## config.mk

```make
export PLATFORM = sky130hd
export DESIGN_NAME = cl_dram_matrix_wb
export DESIGN_NICKNAME = d
export VERILOG_FILES = /design/src/rtl/cl_dram_matrix_pkg.sv /design/src/rtl/cl_dram_matrix_wb_outst.sv /design/src/rtl/cl_dram_matrix_wb.sv
export SDC_FILE = /design/constraint.sdc
export NUM_CORES = 1
export LEC_CHECK = 0
export BUFFER_PORTS_ARGS = -buffer_cell sky130_fd_sc_hd__buf_2
export CAP_MARGIN = 20
export CORE_AREA = 2 2 320 322
export CTS_CLUSTER_SIZE = 14
export DETAILED_ROUTE_END_ITERATION = 10
export DIE_AREA = 0 0 322 324
export PLACE_DENSITY_LB_ADDON = 0.08
export SKIP_CTS_REPAIR_TIMING = 1
export SYNTH_ARGS = -nofsm -noshare
export SYNTH_HDL_FRONTEND = slang
export SYNTH_SLANG_ARGS = --single-unit
```

## constraint.sdc

```tcl
create_clock -name clk -period 8.3 [get_ports clk]
set_input_delay 0.415 -clock clk [delete_from_list [all_inputs] [get_ports clk]]
set_output_delay 0.415 -clock clk [all_outputs]
set_load 0.05 [all_outputs]
```

## src/rtl/cl_dram_matrix_pkg.sv

```systemverilog
// +----------------------------------------------------------------------------+
// | cl_dram_matrix_pkg : shared types, constants and strobe helper for the     |
// |                      matrix result write-back stage.     Rev 1.0          |
// +----------------------------------------------------------------------------+
`default_nettype none

package cl_dram_matrix_pkg;

  localparam int         LINE_BYTES    = 64;
  localparam int         RES_PER_LINE  = 8;
  localparam logic [2:0] AXI_SIZE_64B  = 3'b110;
  localparam logic [1:0] AXI_RESP_OKAY = 2'b00;

  typedef enum logic [1:0] {
    IDLE  = 2'd0,
    PACK  = 2'd1,
    ISSUE = 2'd2,
    DRAIN = 2'd3
  } wb_state_t;

  // One 0xFF byte-enable group per filled lane, lowest lanes first.
  function automatic logic [63:0] lane_strb(input logic [3:0] n);
    logic [63:0] s;
    s = '0;
    for (int i = 0; i < RES_PER_LINE; i++) begin
      if (4'(i) < n) s[8*i +: 8] = 8'hFF;
    end
    return s;
  endfunction

endpackage

`default_nettype wire

```

## src/rtl/cl_dram_matrix_wb_outst.sv

```systemverilog
// +----------------------------------------------------------------------------+
// | cl_dram_matrix_wb_outst : saturating up/down counter tracking lines that   |
// |                           still await a B response.      Rev 1.0          |
// +----------------------------------------------------------------------------+
`default_nettype none

module cl_dram_matrix_wb_outst #(
  parameter int MAX   = 4,
  parameter int CNT_W = 4
) (
  input  logic clk,
  input  logic rst_n,
  input  logic inc,
  input  logic dec,
  output logic full,
  output logic empty
);

  logic [CNT_W-1:0] cnt_q;
  logic [CNT_W-1:0] cnt_d;

  always_comb begin
    cnt_d = cnt_q;
    if (inc && !dec && (cnt_q != CNT_W'(MAX))) begin
      cnt_d = cnt_q + 1'b1;
    end else if (dec && !inc && (cnt_q != '0)) begin
      cnt_d = cnt_q - 1'b1;
    end
  end

  always_ff @(posedge clk) begin
    if (!rst_n) cnt_q <= '0;
    else        cnt_q <= cnt_d;
  end

  assign full  = (cnt_q == CNT_W'(MAX));
  assign empty = (cnt_q == '0);

endmodule

`default_nettype wire

```

## src/rtl/cl_dram_matrix_wb.sv

```systemverilog
// +----------------------------------------------------------------------------+
// | cl_dram_matrix_wb : packs 64-bit dot-product results into 512-bit lines    |
// |                     and writes them to DDR over AXI AW/W/B.  Rev 1.0       |
// +----------------------------------------------------------------------------+
`default_nettype none

module cl_dram_matrix_wb
  import cl_dram_matrix_pkg::*;
#(
  parameter int ADDR_W    = 64,
  parameter int ID_W      = 16,
  parameter int MAX_OUTST = 4
) (
  input  logic              clk,
  input  logic              rst_n,
  input  logic              start,
  input  logic [ADDR_W-1:0] dst_base,
  input  logic [15:0]       num_results,
  input  logic              res_valid,
  input  logic [63:0]       res_data,
  output logic              res_ready,
  output logic              awvalid,
  input  logic              awready,
  output logic [ADDR_W-1:0] awaddr,
  output logic [ID_W-1:0]   awid,
  output logic [7:0]        awlen,
  output logic [2:0]        awsize,
  output logic              wvalid,
  input  logic              wready,
  output logic [511:0]      wdata,
  output logic [63:0]       wstrb,
  output logic              wlast,
  input  logic              bvalid,
  output logic              bready,
  input  logic [1:0]        bresp,
  output logic              busy,
  output logic              done,
  output logic              err
);

  wb_state_t         state_q, state_d;
  logic [ADDR_W-1:0] base_q, base_d;
  logic [15:0]       num_q, num_d;
  logic [15:0]       consumed_q, consumed_d;
  logic [15:0]       line_idx_q, line_idx_d;
  logic [3:0]        pack_cnt_q, pack_cnt_d;
  logic [ADDR_W-1:0] awaddr_q, awaddr_d;
  logic [511:0]      wdata_q, wdata_d;
  logic [63:0]       wstrb_q, wstrb_d;
  logic              awvalid_q, awvalid_d;
  logic              wvalid_q, wvalid_d;
  logic              aw_done_q, aw_done_d;
  logic              w_done_q, w_done_d;
  logic              sent_q, sent_d;
  logic              busy_q, busy_d;
  logic              done_q, done_d;
  logic              err_q, err_d;
  logic              bready_q, bready_d;

  logic w_aw_hs, w_w_hs, w_aw_seen, w_w_seen;
  logic w_line_done, w_b_dec, w_launch;
  logic w_outst_full, w_outst_empty;

  assign w_aw_hs     = awvalid_q & awready;
  assign w_w_hs      = wvalid_q & wready;
  assign w_aw_seen   = aw_done_q | w_aw_hs;
  assign w_w_seen    = w_done_q | w_w_hs;
  assign w_line_done = (state_q == ISSUE) && sent_q && w_aw_seen && w_w_seen;
  assign w_b_dec     = bvalid & bready_q;

  cl_dram_matrix_wb_outst #(
    .MAX   (MAX_OUTST),
    .CNT_W (4)
  ) u_outst (
    .clk   (clk),
    .rst_n (rst_n),
    .inc   (w_line_done),
    .dec   (w_b_dec),
    .full  (w_outst_full),
    .empty (w_outst_empty)
  );

  always_comb begin
    state_d    = state_q;
    base_d     = base_q;
    num_d      = num_q;
    consumed_d = consumed_q;
    line_idx_d = line_idx_q;
    pack_cnt_d = pack_cnt_q;
    awaddr_d   = awaddr_q;
    wdata_d    = wdata_q;
    wstrb_d    = wstrb_q;
    awvalid_d  = awvalid_q & ~awready;
    wvalid_d   = wvalid_q & ~wready;
    aw_done_d  = w_aw_seen;
    w_done_d   = w_w_seen;
    sent_d     = sent_q;
    busy_d     = busy_q;
    done_d     = 1'b0;
    err_d      = err_q;
    bready_d   = 1'b1;
    w_launch   = 1'b0;

    if (w_b_dec && (bresp != AXI_RESP_OKAY)) err_d = 1'b1;

    case (state_q)
      IDLE: begin
        if (start) begin
          base_d     = dst_base & ~ADDR_W'(LINE_BYTES - 1);
          num_d      = num_results;
          consumed_d = '0;
          line_idx_d = '0;
          pack_cnt_d = '0;
          wdata_d    = '0;
          err_d      = 1'b0;
          busy_d     = 1'b1;
          state_d    = (num_results == '0) ? DRAIN : PACK;
        end
      end
      PACK: begin
        if (res_valid) begin
          wdata_d[64*pack_cnt_q[2:0] +: 64] = res_data;
          pack_cnt_d = pack_cnt_q + 4'd1;
          consumed_d = consumed_q + 16'd1;
          if ((pack_cnt_d == 4'(RES_PER_LINE)) || (consumed_d == num_q)) begin
            state_d  = ISSUE;
            w_launch = !w_outst_full;
          end
        end
      end
      ISSUE: begin
        if (!sent_q) begin
          w_launch = !w_outst_full;
        end else if (w_aw_seen && w_w_seen) begin
          line_idx_d = line_idx_q + 16'd1;
          pack_cnt_d = '0;
          wdata_d    = '0;
          sent_d     = 1'b0;
          aw_done_d  = 1'b0;
          w_done_d   = 1'b0;
          state_d    = (consumed_q == num_q) ? DRAIN : PACK;
        end
      end
      DRAIN: begin
        if (w_outst_empty) begin
          done_d  = 1'b1;
          busy_d  = 1'b0;
          state_d = IDLE;
        end
      end
      default: state_d = IDLE;
    endcase

    // AW and W are raised together; each then drops on its own handshake.
    if (w_launch) begin
      awvalid_d = 1'b1;
      wvalid_d  = 1'b1;
      sent_d    = 1'b1;
      awaddr_d  = base_q + ADDR_W'({line_idx_q, 6'b0});
      wstrb_d   = lane_strb(pack_cnt_d);
    end
  end

  always_ff @(posedge clk) begin
    if (!rst_n) begin
      state_q    <= IDLE;
      base_q     <= '0;
      num_q      <= '0;
      consumed_q <= '0;
      line_idx_q <= '0;
      pack_cnt_q <= '0;
      awaddr_q   <= '0;
      wdata_q    <= '0;
      wstrb_q    <= '0;
      awvalid_q  <= 1'b0;
      wvalid_q   <= 1'b0;
      aw_done_q  <= 1'b0;
      w_done_q   <= 1'b0;
      sent_q     <= 1'b0;
      busy_q     <= 1'b0;
      done_q     <= 1'b0;
      err_q      <= 1'b0;
      bready_q   <= 1'b0;
    end else begin
      state_q    <= state_d;
      base_q     <= base_d;
      num_q      <= num_d;
      consumed_q <= consumed_d;
      line_idx_q <= line_idx_d;
      pack_cnt_q <= pack_cnt_d;
      awaddr_q   <= awaddr_d;
      wdata_q    <= wdata_d;
      wstrb_q    <= wstrb_d;
      awvalid_q  <= awvalid_d;
      wvalid_q   <= wvalid_d;
      aw_done_q  <= aw_done_d;
      w_done_q   <= w_done_d;
      sent_q     <= sent_d;
      busy_q     <= busy_d;
      done_q     <= done_d;
      err_q      <= err_d;
      bready_q   <= bready_d;
    end
  end

  assign res_ready = (state_q == PACK);
  assign awvalid   = awvalid_q;
  assign awaddr    = awaddr_q;
  assign awid      = '0;
  assign awlen     = 8'd0;
  assign awsize    = AXI_SIZE_64B;
  assign wvalid    = wvalid_q;
  assign wdata     = wdata_q;
  assign wstrb     = wstrb_q;
  assign wlast     = 1'b1;
  assign bready    = bready_q;
  assign busy      = busy_q;
  assign done      = done_q;
  assign err       = err_q;

endmodule

`default_nettype wire

```

### Word level (Yosys, flattened, before mapping)

Index checks and enable logic that the tools add are counted.
W data, S select, Z words.

| storage, ports and cells | value |
|---|---|
| logic and storage cells | 150 |
| register bits after elaboration | 765 |

| cells by class | value |
|---|---|
| shift operators | 2 |
| order comparisons | 8 |
| reductions and logical operators | 31 |
| equal/unequal tests | 14 |
| bitwise gates (word level) | 9 |
| add/sub/neg operators | 7 |
| mux-type cells | 60 |

Operator list:

| kind | count |
|---|---|
| $mux W512 | 4 |
| $pmux W512 S3 | 1 |
| $bwmux W512 | 1 |
| $shift A64 B34 Y512 const A | 1 |
| $shiftx A64 B34 Y512 | 1 |
| $add A64 B22 Y64 | 1 |
| $mux W16 | 4 |
| $mux W8 | 8 |
| $pmux W16 S2 | 2 |
| $neg A9 Y34 | 1 |
| $add A16 B1 Y16 const B | 2 |
| $eq A16 B16 Y1 | 2 |
| $mux W4 | 6 |
| $mux W1 | 22 |
| $logic_not A16 Y1 | 1 |
| $lt A3 B4 Y1 const A | 4 |
| $mux W2 | 8 |
| $pmux W4 S3 | 1 |
| $reduce_bool A2 Y1 | 6 |
| $logic_and A1 B1 Y1 | 9 |
| $add A4 B1 Y4 const B | 2 |
| $lt A1 B4 Y1 const A | 2 |
| $lt A2 B4 Y1 const A | 2 |
| $pmux W2 S4 | 1 |
| other kinds (23) | 39 |

### Depth between registers and ports, before layout

Gate-level depths: netlist (run 1).

| depth | value |
|---|---|
| depth in word-level cells | 9 |
| depth in mapped cells | 14 |
| gate-level depth less buffers | 11 |

### Cells and area by module

Synthesis (run 1) repeated with hierarchy kept, for this count alone.

| unflattened totals | value |
|---|---|
| cell total of the unflattened synthesis | 3,236 |
| area, all modules | 28,452.3 um^2 |

Modules (own cells, without submodules):

| module | area an instance (um^2) | sequential area each (um^2) | cells each | times used |
|---|---|---|---|---|
| cl_dram_matrix_wb | 28,152.0 | 13,993.4 | 3,204 | 1 |
| cl_dram_matrix_wb_outst | 300.3 | 80.1 | 32 | 1 |

### Worst setup path after synthesis (run 1)

Ideal clock, no wire load.

| timing | value |
|---|---|
| path kind | register to register |
| start point | reg state_q[1] |
| end point | reg wdata_q[310], in the netlist wdata[310] |
| slack | 5,389 ps |
| data arrival time | 2,845 ps |
| cell stages (with the launch flop) | 14 |
| cell sequence | dfxtp_1 > inv_1 > ha_1 > clkbuf_1 > inv_1 > o21ai_0 > or3_1 > clkbuf_1 > or2_1 > clkbuf_1 > nor3_2 > buf_2 > a22oi_1 > nor2_1 |

| on the way | value |
|---|---|
| longest elaborated chain between the ends | 3 |
| elaborated cells on any way between the ends | 10 |

Ends and longest elaborated chain:

| item | RTL line | RTL |
|---|---|---|
| start, declared | cl_dram_matrix_wb.sv:41 | `wb_state_t state_q, state_d;` |
| start signal, assigned | cl_dram_matrix_wb.sv:185 | `state_q <= state_d;` |
| $eq A2 B1 Y1 (*) | - |  |
| named net res_ready | cl_dram_matrix_wb.sv:21 | `output logic res_ready,` |
| $ne A2 B2 Y1 (no source line) / $reduce_bool A3 Y1 (equally long branches) | - |  |
| $reduce_and A5 Y1 (no source line) | - |  |
| end signal, assigned | cl_dram_matrix_wb.sv:192 | `wdata_q <= wdata_d;` |
| end, declared | cl_dram_matrix_wb.sv:48 | `logic [511:0] wdata_q, wdata_d;` |

Mark *: on every way through the listed nets, which the timed path passes. The rest lies on a longest branch.
A chain may end at the register's enable or synchronous reset.

### Worst setup path in the final report (run 1)

| timing | value |
|---|---|
| start point | reg state_q[1] |
| end point | reg wdata_q[331], in the netlist wdata[331] |

| on the way | value |
|---|---|
| longest elaborated chain between the ends | 3 |
| elaborated cells on any way between the ends | 10 |

Ends and longest elaborated chain:

| item | RTL line | RTL |
|---|---|---|
| $eq A2 B2 Y1, or another cell as far along | cl_dram_matrix_wb.sv:106 | `case (state_q)` |
| $ne A2 B1 Y1 (no source line), or another cell as far along | - |  |
| $reduce_and A5 Y1 (no source line) | - |  |

Several ways; a longest one is shown, not always the timed one.

==> flow_summary.json, run 1 <==
{
  "status": "completed",
  "grt_pass1_wl_mm": 178.9,
  "final_antenna_net_count": 0,
  "synth_enable_flop_cells": 0,
  "critPathCaptureType": "register",
  "io_pins": 828,
  "dp_slack_ns": 3.816,
  "fmax_mhz": 230.1,
  "syn_area_per_cell_sq_um": 8.721,
  "maxCapViolCount": 0,
  "hold_class": "input port to register",
  "rsz0062_at_grt": "no",
  "place_area_sq_um": 32440,
  "hpwl_mm": 80.91,
  "routed_wl_mm": 126.0,
  "cp.required_ns": 8.88,
  "fin_cells": 5151,
  "fin_nets": 3963,
  "wl_per_cell_um": 24.47,
  "skew_ns": 0.03046,
  "critPathSlowestCell": "nor2_4",
  "first_pass_iters": 8,
  "nFillCells": 10737,
  "root_buffer": "clkbuf_16",
  "power_mw": 10.57,
  "portBuffers": 787,
  "clock_insertion_delay_worst_skew_ns": 0.67,
  "min_path_cells": 3,
  "multi_input_area_sq_um": 12410,
  "p_leak_nw": 14.86,
  "clockBufferDepth": 3,
  "max_stage_delay_ns": 0.87,
  "syn2layout_area_growth_pct": 25.13,
  "die_h_um": 324,
  "synth_cell_types": 63,
  "crit_type": "register to register",
  "yosys_warnings": 0,
  "crit_chain": "inv_1, ha_4, inv_1, o21ai_0, nor3_2, buf_4, nand2_1, nor2_4, and4_2, buf_4, a22oi_1, nor2_1",
  "drive_gt1_share_pct": 25.44,
  "setup-violations-final": 0,
  "cts.sinks": 703,
  "htreeDepth": 3,
  "rows": 117,
  "power.density_nw_per_um2": 297.6,
  "relSlewSlack_pct": 10.02,
  "worst_pin_slew_ns": 1.350,
  "tns_ns": 0,
  "cts_tree": "yes",
  "grt_start_max_net_pins": 201,
  "cp-start-kind": "register",
  "final_cell_mix": "buf_2, dfxtp_1, nor2_1",
  "finalMaxSlewViolations": 0,
  "async_reset_ff_share_pct": 0,
  "r2r_cells": 12,
  "antenna_found_initial": 5,
  "drt_iter0_drc": 1824,
  "fin_area_sq_um": 35500,
  "synth_flop_cell": "dfxtp_1",
  "grt_pass1_vias": 24934,
  "track_usage_pct": 22.80,
  "fin_crit_sh_pct": 52.36,
  "peakVddDrop_mv": 0.2136,
  "final_common_cell": "buf_2",
  "cts_buffers": 85,
  "path_clk_slew_ns": 0.06,
  "initial_core_util_pct": 28.09,
  "timing.final.hold_violations": 0,
  "crit_arrival_ns": 4.92,
  "grt_overflow": 0,
  "place_inst": 4974,
  "syn_inst": 3253,
  "fin_ws_ns": 3.954,
  "final_util_pct": 35.15,
  "via_count": 26820,
  "via_per_inst": 5.207,
  "synth.yosys.seq_area_share_pct": 49.61,
  "fin_crit_ns": 4.346,
  "crit_fanout": 78,
  "synthesis.area_sq_um": 28370,
  "coreArea_sq_um": 101000,
  "die_w_um": 322,
  "drc": 0,
  "hold_ws_ns": 0.003958,
  "register_area_sq_um": 14070,
  "fp.dieArea_sq_um": 104300,
  "gp_congestion": 0.7827,
  "synth-seq-cells": 703
}
## where the power goes
part | switching [mW] | total, mW | internal (mW)
Clock | 1.55 | 3.77 | 2.22
Combinational | 2.60 | 3.11 | 0.507
Sequential | 0.140 | 3.69 | 3.55
Total | 4.30 | 10.6 | 6.27
## registers in the layout, indices dropped and copies added, names as in the netlist, 2 cells and up
signal / cells
state_q: 2
pack_cnt_q: 4
base_q: 58
line_idx_q: 16
wdata: 512
awaddr: 58
num_q: 16
consumed_q: 16
wstrb: 8
u_outst.cnt_q: 4
## cells by family (layout without fill, tap and decap cells)
group,after synthesis,in the layout,synth area share [%]
flops,703,703,49.61
fa+ha+maj,30,30,1.376
compound gates,879,879,22.69
buf+inv,463,1019,7.629
xor+xnor,88,88,2.717
simple gates,1083,1083,15.77
other cells,2,35,0.02647
mux,5,5,0.1852
## synthesized netlist by cell type (3+ instances only)
library cell | count | area [sq um]
inv_1 | 23 | 86.33
clkbuf_1 | 248 | 930.9
buf_4 | 96 | 720.7
o211ai_1 | 14 | 105.1
xnor2_1 | 40 | 350.3
mux2i_1 | 3 | 30.03
nand3_1 | 36 | 180.2
clkbuf_2 | 17 | 85.08
a311oi_1 | 10 | 87.58
a21o_1 | 11 | 82.58
nor2_1 | 639 | 2399
nor3_1 | 30 | 150.1
dfxtp_1 | 703 | 14070
and4_1 | 11 | 96.34
xor2_1 | 48 | 420.4
o31a_1 | 3 | 26.28
a31oi_1 | 14 | 87.58
or3_1 | 8 | 50.05
a32oi_1 | 376 | 3293
nand4_1 | 23 | 143.9
nand2_1 | 267 | 1002
a21oi_1 | 220 | 1101
o21ai_0 | 54 | 270.3
o22ai_1 | 4 | 25.02
buf_1 | 47 | 176.4
a211oi_2 | 5 | 62.56
nor4_1 | 13 | 81.33
nor2b_1 | 5 | 31.28
a211oi_1 | 42 | 315.3
and2_1 | 13 | 81.33
o2111ai_1 | 12 | 105.1
buf_2 | 30 | 150.1
and3_1 | 13 | 81.33
nand2b_1 | 13 | 81.33
a22oi_1 | 99 | 743.2
ha_1 | 28 | 350.3
## routing by layer
layer | vias to the layer above | track usage (%) | wire [um]
met1 | 13201 | 29.34 | 54230
met2 | 844 | 37.52 | 60020
li1 | 12627 | - | -
met4 | 4 | 6.376 | 2957
met5 | - | 0 | 27
met3 | 144 | 5.987 | 8802
## worst max-delay path: cells and delay by family (launching register included)
| kind | cells | cell delay (ns) |
|---|---|---|
| AND/OR/NAND/NOR | 5 | 1.76 |
| buffers and inverters | 4 | 1.24 |
| adder cells (fa/ha/maj) | 1 | 0.42 |
| AO/OA/AOI/OAI | 2 | 0.39 |
| flip-flops | 1 | 0.40 |
## worst paths after layout
check | from | endpoint | slack [ns]
setup reg to reg | state_q[1]$_SDFFE_PN0P_ | wdata[331]$_SDFFE_PN0P_ | 3.95
hold / removal | dst_base[31] | base_q[31]$_SDFFE_PN0P_ | 0.004
hold reg to reg | awaddr[11]$_SDFFE_PN0P_ | awaddr[11]$_SDFFE_PN0P_ | 0.47
setup / recovery | state_q[1]$_SDFFE_PN0P_ | wdata[331]$_SDFFE_PN0P_ | 3.95
## final cells by class
| cell class | instances | share of cell area [%] |
|---|---|---|
| Timing Repair Buffer | 847 | 12.67 |
| Sequential cell | 703 | 39.64 |
| Tap cell | 1309 | 4.614 |
| Multi-Input combinational cell | 2119 | 34.97 |
| Clock inverter | 19 | 0.8564 |
| Clock buffer | 129 | 6.971 |
| Antenna cell | 1 | 0.007049 |
| Inverter | 24 | 0.2749 |
Power figures use the tool's default switching activity.
==> run 2, diff against run 1 <==
==> constraint.sdc (replaced) <==
create_clock -name clk -period 4 [get_ports clk]
set_input_delay 0.2 -clock clk [delete_from_list [all_inputs] [get_ports clk]]
set_output_delay 0.2 -clock clk [all_outputs]
set_load 0.05 [all_outputs]
==> flow_summary.json, run 2 (same netlist as run 1, synthesis figures left out) <==
{
  "status": "complete, but fails checks",
  "violations": "negative hold slack",
  "gp_congestion": 0.7897,
  "fp.dieArea_sq_um": 104300,
  "fmax_mhz": 285.1,
  "cts_buffers": 84,
  "initial_core_util_pct": 28.09,
  "relSlewSlack_pct": 23.89,
  "grt_pass1_wl_mm": 179.1,
  "hold_class": "input port to register",
  "cp.required_ns": 4.50,
  "fin_crit_ns": 3.507,
  "fin_ws_ns": 0.4928,
  "power.density_nw_per_um2": 602.4,
  "maxCapViolCount": 0,
  "min_path_cells": 5,
  "final_antenna_net_count": 0,
  "track_usage_pct": 22.79,
  "drive_gt1_share_pct": 25.48,
  "tns_ns": 0,
  "via_per_inst": 5.152,
  "grt_pass1_vias": 25336,
  "root_buffer": "clkbuf_16",
  "htreeDepth": 3,
  "rows": 117,
  "fin_crit_sh_pct": 87.68,
  "drc": 0,
  "setup-violations-final": 0,
  "fin_nets": 4079,
  "cts.sinks": 703,
  "grt_overflow": 0,
  "antenna_found_initial": 3,
  "largest_reg_flops": 512,
  "grt_start_max_net_pins": 165,
  "wl_per_cell_um": 23.96,
  "crit_type": "register to register",
  "first_pass_iters": 7,
  "final_cell_mix": "buf_2, dfxtp_1, nor2_1",
  "path_clk_slew_ns": 0.06,
  "coreArea_sq_um": 101000,
  "drt_iter0_drc": 2112,
  "p_leak_nw": 15.42,
  "syn2layout_area_growth_pct": 29.54,
  "via_count": 27159,
  "nFillCells": 10660,
  "finalMaxSlewViolations": 0,
  "clock_insertion_delay_worst_skew_ns": 0.68,
  "hold_ws_ns": -0.05750,
  "crit_arrival_ns": 4.01,
  "clockBufferDepth": 3,
  "portBuffers": 787,
  "io_pins": 828,
  "final_common_cell": "buf_2",
  "die_w_um": 322,
  "cp-start-kind": "register",
  "r2r_cells": 9,
  "worst_pin_slew_ns": 1.142,
  "crit_fanout": 47,
  "die_h_um": 324,
  "rsz0062_at_grt": "no",
  "skew_ns": 0.04445,
  "cts_tree": "yes",
  "timing.final.hold_violations": 2,
  "peakVddDrop_mv": 0.4388,
  "routed_wl_mm": 126.3,
  "critPathCaptureType": "register",
  "hpwl_mm": 83.98,
  "dp_slack_ns": 0.4893
}
[run 2: cell types whose count changed in the layout (fill, tap and decap cells not counted)]
cell / change
diode_2: +2
bufinv_16: -4
clkinvlp_4: -1
clkinv_2: +3
clkbuf_1: -3
clkinv_16: +2
buf_12: +14
clkbuf_8: +9
clkbuf_16: -3
clkinv_8: -1
dlygate4sd3_1: +90
buf_4: +13
[run 2: critical path, stage by stage, from the launching register on]
cell and delay [ns]:
dfxtp_1 0.45, ha_1 0.32, and3_1 0.42, nand4_1 0.26, mux2_2 0.36, nor4_2 0.55, a31oi_1 0.30, nor2_4 0.24
buf_12 0.29, a211oi_1 0.12
[run 2: layout make-up]
cell class / instances / area, sq um / area share, %
sequential: 703 / 14070 / 38.29
multi-input combinational: 2119 / 12410 / 33.77
clock inverter: 18 / 235.2 / 0.6400
tap: 1309 / 1638 / 4.456
timing repair buffer: 964 / 5776 / 15.71
antenna: 3 / 7.507 / 0.02043
clock buffer: 132 / 2512 / 6.836
inverter: 24 / 97.59 / 0.2655
[run 2: path summary, 6_finish.rpt]
kind         slack [ns]                 endpoint                  startpoint
max                0.49  awaddr[43]$_SDFFE_PN0P_  consumed_q[0]$_SDFFE_PN0P_
min reg2reg        0.47   awaddr[8]$_SDFFE_PN0P_      awaddr[8]$_SDFFE_PN0P_
max reg2reg        0.49  awaddr[43]$_SDFFE_PN0P_  consumed_q[0]$_SDFFE_PN0P_
min               -0.06           err$_SDFF_PN0_                    bresp[0]
[run 2: power breakdown]
group | leakage (nW) | switching [mW] | internal (mW)
combinational | 8.40 | 5.44 | 1.36
clock | 1.35 | 3.28 | 4.40
sequential | 5.68 | 0.296 | 7.36
[run 2: metal layers]
layer / global-route usage (%) / part of all wire, % / vias to the layer above
li1: - / - / 12854
met1: 29.25 / 44 / 13344
met2: 36.79 / 47 / 794
met3: 6.337 / 6.6 / 165
met4: 7.570 / 3.1 / 2
met5: 0 / 0.010 / -
[run 2: metrics by stage]
step           hold slack, ns  util [%]  instances  cell area (sq um)  power, mW
5_1_grt             0.0002243     36.38       5270              36750      23.10
6_report             -0.05750     36.39       5272              36750      22.14
3_3_place_gp           0.4505     32.49       5001              32820      14.60
3_5_place_dp           0.4460     32.49       5001              32820      14.57
2_1_floorplan          0.2277         -       3285              28490      12.03
4_1_cts               -0.2794     35.21       5151              35560      22.30
==> run 3, diff against run 2 <==
--- a/config.mk
+++ b/config.mk
@@ -5,14 +5,15 @@
 export SDC_FILE = /design/constraint.sdc
 export NUM_CORES = 1
 export LEC_CHECK = 0
-export BUFFER_PORTS_ARGS = -buffer_cell sky130_fd_sc_hd__buf_2
 export CAP_MARGIN = 20
-export CORE_AREA = 2 2 320 322
+export CORE_AREA = 2 2 321 323
 export CTS_CLUSTER_SIZE = 14
 export DETAILED_ROUTE_END_ITERATION = 10
-export DIE_AREA = 0 0 322 324
+export DIE_AREA = 0 0 323 325
+export DONT_BUFFER_PORTS = 1
 export PLACE_DENSITY_LB_ADDON = 0.08
 export SKIP_CTS_REPAIR_TIMING = 1
 export SYNTH_ARGS = -nofsm -noshare
 export SYNTH_HDL_FRONTEND = slang
+export SYNTH_HIERARCHICAL = 1
 export SYNTH_SLANG_ARGS = --single-unit
==> constraint.sdc (replaced) <==
create_clock -name clk -period 3 [get_ports clk]
set_input_delay 0.15 -clock clk [delete_from_list [all_inputs] [get_ports clk]]
set_output_delay 0.15 -clock clk [all_outputs]
set_load 0.05 [all_outputs]
==> flow_summary.json, run 3 <==
{
  "final_antenna_net_count": 0,
  "hold_ws_ns": -0.007747,
  "gp_congestion": 0.8859,
  "path_delay_family": "compound AO/OA/AOI/OAI gates",
  "portBuffers": 0,
  "synth_most_common_cell": "dfxtp_1",
  "crit_type": "register to register",
  "final_common_cell": "dfxtp_1",
  "cp-startpoint": "consumed_q[0]$_SDFFE_PN0P_",
  "critPathSlowestCell": "a2111oi_0",
  "yosys_warnings": 6,
  "track_usage_pct": 22.04,
  "synth_mux_area_share_pct": 0.07476,
  "hold_class": "input port to register",
  "grtUsageMet3_pct": 8.305,
  "min_path_cells": 5,
  "fin_nets": 3387,
  "drc": 0,
  "synth.yosys.seq_area_share_pct": 49.46,
  "synth-compound-area-share_pct": 21.46,
  "cts_tree": "yes",
  "grt_pass1_wl_mm": 171.2,
  "drive_gt1_share_pct": 11.34,
  "finalMaxSlewViolations": 0,
  "syn2layout_area_growth_pct": 20.02,
  "fin_crit_ns": 2.845,
  "path_clk_slew_ns": 0.06,
  "hpwl_mm": 82.71,
  "cp-start-kind": "register",
  "skew_ns": 0.02563,
  "final_cell_mix": "dfxtp_1, nor2_1, a32oi_1",
  "fin_area_sq_um": 34150,
  "io_pins": 828,
  "clock_insertion_delay_worst_skew_ns": 0.66,
  "synthTopCellsByArea": "dfxtp_1, a32oi_1, nor2_1, nand2_1, a21oi_1",
  "via_count": 24717,
  "async_reset_ff_share_pct": 0,
  "synth_flop_cell": "dfxtp_1",
  "r2r_cells": 11,
  "max_stage_delay_ns": 0.43,
  "die_w_um": 323,
  "coreArea_sq_um": 101300,
  "synth-seq-cells": 703,
  "routed_wl_mm": 124.4,
  "relSlewSlack_pct": 26.80,
  "root_buffer": "clkbuf_16",
  "grt_pass1_vias": 22534,
  "r2r_end": "awaddr[39]$_SDFFE_PN0P_",
  "largest_reg_flops": 512,
  "synthesis.area_sq_um": 28450,
  "fin_cells": 4646,
  "violations": "negative hold slack",
  "wl_per_cell_um": 26.77,
  "r2r_start": "consumed_q[0]$_SDFFE_PN0P_",
  "via_per_inst": 5.320,
  "yosysTopAreaCell": "dfxtp_1",
  "nFillCells": 10446,
  "hold_path.startpoint": "num_results[11]",
  "fmax_mhz": 351.5,
  "yosys.area_share.xor_xnor_pct": 2.863,
  "rows": 117,
  "critPathBufInv": 2,
  "cts.sinks": 703,
  "gr-usage-met2_pct": 37.19,
  "place_area_sq_um": 29710,
  "cp.required_ns": 3.56,
  "antenna_found_initial": 17,
  "top_usage_layer": "met2",
  "power.density_nw_per_um2": 860.6,
  "maxCapViolCount": 0,
  "syn_area_per_cell_sq_um": 8.792,
  "critPathCaptureType": "register",
  "crit_chain": "ha_1, and3_2, nand3_1, a2111oi_0, o32a_1, nand4b_2, a31oi_4, buf_12, buf_12, nor2_1, a211oi_2",
  "synth_top_family_by_area": "compound AO/OA/AOI/OAI gates",
  "min_delay_worst_endpoint": "state_q[1]$_SDFFE_PN0P_",
  "clockBufferDepth": 3,
  "crit_arrival_ns": 3.41,
  "place_inst": 4332,
  "synth_adder_area_share_pct": 1.328,
  "yosys.area_share.simple_pct": 17.06,
  "cpMostUsedCell": "buf_12",
  "drt_iter0_drc": 1867,
  "synth.top_cell.area_share_pct": 49.46,
  "syn_inst": 3236,
  "setup-violations-final": 0,
  "grt_overflow": 0,
  "htreeDepth": 3,
  "crit_fanout": 30,
  "ys_top_cells_by_count": "dfxtp_1, nor2_1, a32oi_1, nand2_1, clkbuf_1",
  "timing.final.hold_violations": 1,
  "worst_pin_slew_ns": 1.098,
  "fin_crit_sh_pct": 94.83,
  "grt_start_max_net_pins": 173,
  "rrSetupSlack_ns": 0.16,
  "synth_enable_flop_cells": 0,
  "die_h_um": 325,
  "status": "complete, but fails checks",
  "synth_cell_types": 68,
  "p_leak_nw": 11.94,
  "initial_core_util_pct": 28.09,
  "cts_buffers": 83,
  "first_pass_iters": 5,
  "use_met1_pct": 25.47,
  "peakVddDrop_mv": 1.055,
  "fp.dieArea_sq_um": 105000
}
run 3: cell count changes after synthesis, moves of 11 or more:
cell / before / now
buf_1: 47 / 15
o2111ai_1: 12 / 1
a211oi_1: 42 / 17
clkbuf_2: 17 / 51
nor3_1: 30 / 17
a211oi_2: 5 / 43
a32oi_1: 376 / 348
nor2_1: 639 / 685
nand3_1: 36 / 53
a21oi_1: 220 / 184
clkbuf_1: 248 / 234
run 3: final cells by class:
class	instances	area (sq um)	share of cell area, %
inverters	20	82.58	0.2418
flip-flops and latches	703	14110	41.33
diodes	7	17.52	0.05130
repair buffers	278	2953	8.647
clock buffers	116	2424	7.097
clock inverters	35	335.3	0.9820
well taps	1368	1712	5.012
multi-input cells	2119	12510	36.64
run 3: logic make-up (layout without fill, tap and decap cells):
family          after synthesis  count (layout)
compound gates              798             798
xor+xnor                     93              93
fa+ha+maj                    29              29
buf+inv                     446             449
flops                       703             703
mux                           2               2
other cells                   2              41
simple gates               1163            1163
run 3: how the worst max path moves through the flow:
stage                                   end  slack, ns  cells past startpoint
floorplan           awaddr[54]$_SDFFE_PN0P_       0.16                     11
global placement    awaddr[37]$_SDFFE_PN0P_      -0.01                     10
detailed placement  awaddr[44]$_SDFFE_PN0P_       0.03                     12
CTS                 awaddr[42]$_SDFFE_PN0P_       0.01                     12
global route        awaddr[60]$_SDFFE_PN0P_      -0.02                     13
finish              awaddr[39]$_SDFFE_PN0P_       0.16                     11
run 3: metrics by stage:
step / setup TNS [ns] / setup slack (ns) / power (mW) / utilization (%)
CTS: 0 / 0.01326 / 29.34 / 32.05
finish: 0 / 0.1552 / 29.39 / 33.71
detailed placement: 0 / 0.03255 / 19.01 / 29.33
global placement: -0.02465 / -0.01368 / 18.94 / 29.33
floorplan: 0 / 0.1565 / 15.98 / -
global route: -0.07828 / -0.02476 / 30.72 / 33.71
run 3: metal layers:
| layer | up-vias | share of wire [%] |
|---|---|---|
| met5 | - | 0.058 |
| met4 | 12 | 3.2 |
| met3 | 207 | 9.9 |
| met2 | 1035 | 48 |
| met1 | 12154 | 39 |
| li1 | 11309 | - |
run 3: power breakdown:
part / switching, mW / internal, mW
sequential: 1.61 / 9.85
combinational: 5.86 / 1.82
clock: 4.24 / 6.01
run 3: tightest hold or removal path: cells and delay by family:
kind,cells,cell delay [ns]
AO/OA/AOI/OAI,2,0.17
AND/OR/NAND/NOR,3,0.24
